$ cat config.mk
export PLATFORM = sky130hd
export DESIGN_NAME = fifo_reader
export DESIGN_NICKNAME = d
export VERILOG_FILES = /design/src/rtl/fifo_reader.sv
export SDC_FILE = /design/constraint.sdc
export NUM_CORES = 1
export LEC_CHECK = 0
export BUFFER_PORTS_ARGS = -buffer_cell sky130_fd_sc_hd__buf_2
export CORE_UTILIZATION = 51
export DETAILED_ROUTE_END_ITERATION = 12
export PLACE_DENSITY = 0.85
export SLEW_MARGIN = 20
export SYNTH_ARGS = -nofsm -noshare
export SYNTH_HDL_FRONTEND = slang
export SYNTH_SLANG_ARGS = --single-unit
export TNS_END_PERCENT = 10
$ cat constraint.sdc
create_clock -name clk -period 3.9 [get_ports clk]
set_input_delay 0 -clock clk [delete_from_list [all_inputs] [get_ports clk]]
set_output_delay 0 -clock clk [all_outputs]
set_load 0.01 [all_outputs]
$ cat src/rtl/fifo_reader.sv
`default_nettype none
// ==========================================================================
// fifo_reader : burst read controller for an 8-entry synchronous FIFO
// Rev 1.0
// ==========================================================================
module fifo_reader #(
  parameter int DATA_WIDTH = 32
) (
  input  logic                  clk,
  input  logic                  reset_n,
  input  logic                  start,
  input  logic [3:0]            burst_len,
  input  logic                  abort,
  input  logic                  fifo_empty,
  input  logic [DATA_WIDTH-1:0] fifo_dout,
  input  logic                  fifo_rd_ack,
  input  logic                  fifo_rd_err,
  output logic                  fifo_rd_en,
  output logic                  out_valid,
  output logic [DATA_WIDTH-1:0] out_data,
  input  logic                  out_ready,
  output logic                  busy,
  output logic                  done,
  output logic                  underrun,
  output logic [3:0]            words_read
);

  typedef enum logic [2:0] {
    S_IDLE = 3'd0,
    S_REQ  = 3'd1,
    S_WAIT = 3'd2,
    S_HOLD = 3'd3,
    S_DONE = 3'd4
  } state_t;

  state_t                r_state;
  state_t                w_next;
  logic [3:0]            r_len;
  logic [3:0]            r_words;
  logic                  r_underrun;
  logic                  r_out_valid;
  logic [DATA_WIDTH-1:0] r_out_data;

  logic       w_accept;
  logic       w_abort;
  logic       w_handshake;
  logic [3:0] w_len_clamped;
  logic [3:0] w_words_inc;

  assign w_accept      = (r_state == S_IDLE) && start && !abort;
  assign w_abort       = (r_state != S_IDLE) && abort;
  assign w_handshake   = (r_state == S_HOLD) && r_out_valid && out_ready;
  assign w_len_clamped = (burst_len > 4'd8) ? 4'd8 : burst_len;
  assign w_words_inc   = r_words + 4'd1;

  always_ff @(posedge clk or negedge reset_n) begin
    if (!reset_n) begin
      r_state <= S_IDLE;
    end else begin
      r_state <= w_next;
    end
  end

  always_comb begin
    w_next = r_state;
    case (r_state)
      S_IDLE: if (w_accept) w_next = (w_len_clamped == 4'd0) ? S_DONE : S_REQ;
      S_REQ:  if (!fifo_empty) w_next = S_WAIT;
      S_WAIT: begin
        if (fifo_rd_ack)      w_next = S_HOLD;
        else if (fifo_rd_err) w_next = S_REQ;
      end
      S_HOLD: if (w_handshake) w_next = (w_words_inc == r_len) ? S_DONE : S_REQ;
      S_DONE: w_next = S_IDLE;
      default: w_next = S_IDLE;
    endcase
    // Abort overrides every other transition outside IDLE.
    if (w_abort) w_next = S_IDLE;
  end

  always_ff @(posedge clk or negedge reset_n) begin
    if (!reset_n) begin
      r_len       <= 4'd0;
      r_words     <= 4'd0;
      r_underrun  <= 1'b0;
      r_out_valid <= 1'b0;
      r_out_data  <= '0;
    end else if (w_accept) begin
      r_len      <= w_len_clamped;
      r_words    <= 4'd0;
      r_underrun <= 1'b0;
    end else if (w_abort) begin
      r_out_valid <= 1'b0;
    end else if (r_state == S_WAIT) begin
      if (fifo_rd_ack) begin
        r_out_data  <= fifo_dout;
        r_out_valid <= 1'b1;
      end
      // An error alongside an ack still marks the burst as underrun.
      if (fifo_rd_err) r_underrun <= 1'b1;
    end else if (w_handshake) begin
      r_out_valid <= 1'b0;
      r_words     <= w_words_inc;
    end
  end

  assign fifo_rd_en = (r_state == S_REQ) && !fifo_empty;
  assign out_valid  = r_out_valid;
  assign out_data   = r_out_data;
  assign busy       = (r_state != S_IDLE);
  assign done       = (r_state == S_DONE);
  assign underrun   = r_underrun;
  assign words_read = r_words;

endmodule
`default_nettype wire
==> results of run 1 <==
## cell usage in the layout, fill, tap and decap left out, types with 2 or more instances in the layout
master         instances
a21oi_1                2
and2_1                 2
buf_2                 83
buf_4                  2
clkbuf_8               5
dfrtp_1               45
dlygate4sd3_1         38
inv_1                  2
mux2_2                33
nand2_1                7
nand2b_1               4
nand3_1                3
nor2_1                 7
nor3_1                 2
nor3b_1                2
nor4_1                 2
o211ai_1               2
o21ai_0                8
o21bai_1               3
xnor2_1                4
xor2_1                 3
## registers in the layout, indices dropped and copies added (netlist names)
signal,cells
out_data,32
r_len,4
words_read,4
r_state,3
out_valid,1
underrun,1
## synthesized netlist by cell type, drive strengths merged (2+ instances only)
cell type  count  area, um^2
nand2b         4       25.02
o21ai          8       40.04
a21oi          2       10.01
o211ai         2       15.01
xor2           3       26.28
nand2          7       26.28
xnor2          4       35.03
nor3           2       10.01
and2           2       12.51
nor3b          2       15.01
buf            4       22.52
mux2          33       371.6
nor2           7       26.28
clkbuf         3       11.26
nand3          4       25.02
dfrtp         45        1126
o21bai         3       22.52
inv            2       7.510
nor4           2       12.51
## path summary, 6_finish.rpt
check                           start            to  slack, ps  cells past startpoint
max in group asynchronous     reset_n   out_data[9]       3280                      2
setup / recovery           r_state[1]    r_state[2]       1760                      4
hold reg to reg              underrun      underrun        490                      1
hold / removal             fifo_empty    r_state[0]         50                      3
min in group asynchronous     reset_n  out_data[20]        250                      2
setup reg to reg           r_state[1]    r_state[2]       1760                      4
## routing by layer
metal / vias to the layer above / share of wire, %
met5: - / 0
met4: 0 / 2.5
met3: 12 / 3.2
met2: 55 / 54
met1: 793 / 40
li1: 802 / -
## metrics by stage
| stage | worst slack [ps] | hold WS (ps) | util, % | power [mW] | instances |
|---|---|---|---|---|---|
| finish | 1764 | 50.80 | 78.25 | 1.614 | 327 |
| CTS | 1783 | 43.21 | 78.18 | 1.617 | 327 |
| detailed placement | 1807 | 207.2 | 65.96 | 1.335 | 283 |
| global route | 1620 | 65.16 | 78.25 | 1.711 | 327 |
| floorplan | 2106 | -295.6 | - | 1.080 | 157 |
| global placement | 1885 | 216.9 | 65.96 | 1.302 | 283 |
## final cells by class
cell class              count  area share [%]
clock buffers               5           2.367
multi-input cells         103           28.53
well taps                  48           2.065
repair buffers            123           27.88
flip-flops and latches     45           38.73
inverters                   2          0.2582
clock inverters             1          0.1721
## kinds of logic after synthesis
kind of cell,after synthesis,synth area share [%]
mux,34,19.11
fa+ha+maj,1,0.6265
flops,45,56.39
compound gates,22,7.457
simple gates,39,11.28
xor+xnor,7,3.070
buf+inv,9,2.068
## power breakdown
group | leakage [nW] | switching [mW] | internal [mW]
sequential | 0.583 | 0.112 | 0.648
combinational | 0.850 | 0.278 | 0.322
clock | 0.0399 | 0.135 | 0.118
total | 1.47 | 0.525 | 1.09
## critical path: cells and delay by family (launching register included)
family	cells	cell delay, ps
flops	1	670
compound gates	1	270
simple gates	3	1100
==> results.json, run 1 <==
{
  "crit_slowest_cell": "dfrtp_1",
  "finish.net_count": 325,
  "cts_resized": 0,
  "mappedNetlistArea_um2": 1997,
  "avgViaCountPerCell": 5.083,
  "syn_avg_cell_area_um2": 12.72,
  "io-pin-count": 85,
  "cts_buffers": 5,
  "multi_input_area_um2": 829.5,
  "grtUsageMet1_pct": 29.27,
  "crit_type": "reg2reg",
  "grt_usage_pct": 24.87,
  "endpoint_kind": "register",
  "die_height_um": 64.58,
  "clk_latency_ps": 280,
  "cts-hold-fix-buffers": 38,
  "critPathMaxStageDelay_ps": 670,
  "num-fill-cells": 243,
  "grt_busiest_layer": "met2",
  "synthDistinctLibCells": 39,
  "ys_async_sr_fraction_pct": 100.0,
  "place_congestion": 0.7480,
  "synth_warnings": 0,
  "grt-ovfl-total": 0,
  "hold_viol_final": 0,
  "setup-tns-final_ps": 0,
  "cts_root_buffer": "clkbuf_8",
  "core_um2": 3716,
  "cts_tree": "done",
  "maxCapViolCount": 0,
  "max-vdd-ir-drop_uv": 391.1,
  "ys.flop_type": "dfrtp_1",
  "tightest_slew_ps": 545.1,
  "fin_area_um2": 2908,
  "max_slew_margin_pct": 63.66,
  "ys_seq_area_share_pct": 56.39,
  "antenna_cells": 0,
  "dieWidth_um": 64.58,
  "drc": 0,
  "yosys_register_bits": 45,
  "p_per_area_nw_per_um2": 554.9,
  "antenna_left": 0,
  "drt_iter0_drc": 79,
  "clkSlewWorstSetupHoldPaths_ps": 70,
  "fin_worst_skew_ps": 7.715,
  "maxSlewViolCount": 0,
  "status": "complete, no violations",
  "synthToLayoutAreaGrowth_pct": 45.61,
  "cellLeakagePower_nw": 1.472,
  "rows": 22,
  "wl_um": 4807,
  "use_met3_pct": 4.930,
  "firstDrtPassIters": 6,
  "placed_area_um2": 2451,
  "syn-instance-count": 157,
  "clock_path_buffers": 2,
  "synth_nets": 202,
  "post_drt_wl_per_cell_um": 14.70,
  "cts_sinks": 45,
  "required_ps": 4080,
  "grt_pass1_wl_um": 7721,
  "crit_chain": "nand3_2 > or3b_1 > or4b_1 > a221oi_2",
  "grt_setup_unrepaired": "false",
  "start_util_pct": 53.74,
  "post_cts_buffers": 0,
  "drive_above_1_share_pct": 45.16,
  "htreeDepth": 2,
  "hp-class": "in2reg",
  "synth_edf_count": 0,
  "arrival_ps": 2320,
  "seq_area_um2": 1126,
  "fin_crit_ps": 2136,
  "antenna_found_initial": 0,
  "vias": 1662,
  "min_period_over_period_pct": 54.77,
  "portBuffers": 84,
  "setup_violations": 0,
  "crit_path_start_kind": "register",
  "max_freq_mhz": 468.2,
  "dp.final_hpwl_um": 2984,
  "crit_path_max_fanout": 18,
  "die_area_um2": 4170,
  "grt_max_degree": 46,
  "grt_pass1_vias": 1622,
  "grt_use_met2_pct": 44.21
}
No activity file was read; power rests on OpenSTA's default activity.
==> run 2, diff against run 1 <==
ABC_AREA = 1   (was default)
CORE_UTILIZATION = 48   (was 51)
PLACE_DENSITY = 0.79   (was 0.85)
clock period = 2.1 ns   (was 3.9 ns; I/O delays follow)
==> run 2 against run 1 <==
The flow now finishes with violations (design-rule violations). Clock-buffer cell count did not move. Largest power group is now combinational logic. Core utilization fell by 7.2 points. Critical endpoint is now out_data[11]. Area after synthesis rose by 9.2%. Clock power rose by 110%.
==> results.json, run 2 <==
{
  "status": "finished with violations",
  "failed_checks": "design-rule violations",
  "synth_warnings": 0,
  "grt_pass1_wl_um": 8790,
  "synth_top_cell_by_area": "dfrtp_1",
  "syn-instance-count": 190,
  "placedCellCount": 323,
  "num-fill-cells": 314,
  "finalPower_mw": 3.764,
  "fin_crit_ps": 2018,
  "avgViaCountPerCell": 4.897,
  "grt_setup_unrepaired": "false",
  "crit_type": "reg2reg",
  "max_slew_margin_pct": 44.94,
  "grt-ovfl-total": 0,
  "synth_top_area_share_pct": 51.64,
  "arrival_ps": 2190,
  "internal_power_mw": 2.375,
  "grt_max_degree": 33,
  "ys.flop_type": "dfrtp_1",
  "crit_path_max_fanout": 32,
  "drt_iter0_drc": 112,
  "power_frac_seq_pct": 41.1,
  "place_congestion": 0.8523,
  "reg2reg_setup_slack_ps": 80,
  "min_period_over_period_pct": 96.11,
  "cts_tree": "done",
  "start_util_pct": 50.09,
  "dp_slack_ps": 149.8,
  "power_frac_clock_pct": 14.2,
  "ys_seq_area_share_pct": 51.64,
  "mappedNetlistArea_um2": 2181,
  "hold_viol_final": 0,
  "dieWidth_um": 69.41,
  "die_area_um2": 4817,
  "die_height_um": 69.41,
  "synth_edf_count": 0,
  "clk_latency_ps": 290,
  "io-pin-count": 85,
  "htreeDepth": 2,
  "core_um2": 4354,
  "grt_pass1_vias": 1892,
  "post-synth-top-count-cell": "dfrtp_1",
  "final-instance-count-excl-fill": 368,
  "synth_commonest_cells": "dfrtp_1 (45), nand2_1 (34), mux2_4 (30)",
  "synthToLayoutAreaGrowth_pct": 41.94,
  "antenna_left": 0,
  "cts_sinks": 45,
  "maxSlewViolCount": 0,
  "post_cts_buffers": 0,
  "drc": 1,
  "setup_violations": 0,
  "final_cell_mix": "buf_2 (84), dfrtp_1 (45), dlygate4sd3_1 (37)",
  "p_sw_share_pct": 36.90,
  "p_per_area_nw_per_um2": 1216,
  "rows": 24,
  "synth_nets": 235,
  "max_freq_mhz": 495.5,
  "vias": 1802,
  "combPwrFrac_pct": 44.6,
  "post_drt_wl_per_cell_um": 14.96,
  "endpoint_kind": "register",
  "setup-tns-final_ps": 0,
  "syn_avg_cell_area_um2": 11.48,
  "synth.area.top_cells": "dfrtp_1 (52%), mux2_4 (21%), nand2_1 (5.9%), inv_1 (3.4%), nand3_1 (3.0%)",
  "largest_register_ffs": 32,
  "crit_path_start_kind": "register",
  "cts_buffers": 5,
  "ys_async_sr_fraction_pct": 100.0,
  "portBuffers": 84,
  "cts_root_buffer": "clkbuf_8",
  "wl_um": 5506,
  "power.switching_mw": 1.389,
  "finish.net_count": 360,
  "max-vdd-ir-drop_uv": 807.3,
  "firstDrtPassIters": 8,
  "layout_setup_ws_ps": 81.69,
  "drive_above_1_share_pct": 43.67,
  "layout.cells.most_common": "buf_2",
  "yosys_register_bits": 45,
  "hp-class": "in2reg",
  "clkSlewWorstSetupHoldPaths_ps": 80,
  "fin_worst_skew_ps": 4.338,
  "maxCapViolCount": 0,
  "tightest_slew_ps": 824.3,
  "antenna_found_initial": 0,
  "dp.final_hpwl_um": 3494,
  "synthDistinctLibCells": 28,
  "clock_path_buffers": 2,
  "required_ps": 2280,
  "grt_usage_pct": 23.56,
  "cellLeakagePower_nw": 1.705,
  "antenna_cells": 0
}
run 2: kinds of logic after synthesis:
group	count (synthesis)	share of synthesized area, %
AO/OA/AOI/OAI	12	3.041
flip-flops	45	51.64
multiplexers	32	21.69
adder cells (fa/ha/maj)	1	0.5736
buffers and inverters	26	5.565
AND/OR/NAND/NOR	74	17.50
run 2: final timing paths:
path | start | end | depth (start not counted)
worst min-delay path | fifo_rd_ack | out_valid | 3
worst max-delay path | r_state[0] | out_data[11] | 3
worst max register to register | r_state[0] | out_data[11] | 3
worst min register to register | out_data[4] | out_data[4] | 1
min in group asynchronous | reset_n | out_data[19] | 2
max in group asynchronous | reset_n | out_data[4] | 3
run 2: timing repair:
action,in CTS,in global routing
hold buffers,37,0
hold endpoints to repair,57,0
resized for setup,0,0
run 2: layout make-up:
| type | instances | area (um^2) | area share [%] |
|---|---|---|---|
| Sequential cell | 45 | 1126 | 36.38 |
| Multi-Input combinational cell | 119 | 933.4 | 30.15 |
| Tap cell | 52 | 65.06 | 2.102 |
| Inverter | 22 | 82.58 | 2.668 |
| Timing Repair Buffer | 122 | 798.3 | 25.79 |
| Clock inverter | 3 | 21.27 | 0.6871 |
| Clock buffer | 5 | 68.82 | 2.223 |
run 2: metrics by stage:
| stage | hold WS [ps] | util [%] | instance area [um^2] |
|---|---|---|---|
| floorplan | -295.6 | - | 2181 |
| global placement | -19.72 | 60.52 | 2635 |
| detailed placement | -20.15 | 60.52 | 2635 |
| CTS | 21.05 | 71.09 | 3095 |
| global route | 45.14 | 71.09 | 3095 |
| finish | 32.58 | 71.09 | 3095 |
run 2: layer usage:
layer | part of all wire, % | up-vias | global-route usage, %
met3 | 3.6 | 10 | 4.070
met5 | 0 | - | 0
li1 | - | 876 | -
met1 | 39 | 860 | 25.75
met4 | 2.6 | 0 | 11.79
met2 | 55 | 56 | 43.47
run 2: power groups by stage:
stage               sequential [mW]  combinational, mW  clock, mW
floorplan                      1.65              0.905          0
detailed placement             1.53               1.60          0
global route                   1.59               1.81      0.584
CTS                            1.52               1.66      0.554
finish                         1.55               1.68      0.536
global placement               1.51               1.54          0
run 2: critical path, stage by stage (launching register included):
cell and delay, ps:
dfrtp_1 440, nor2_4 230, nand4_4 650, mux2_4 550
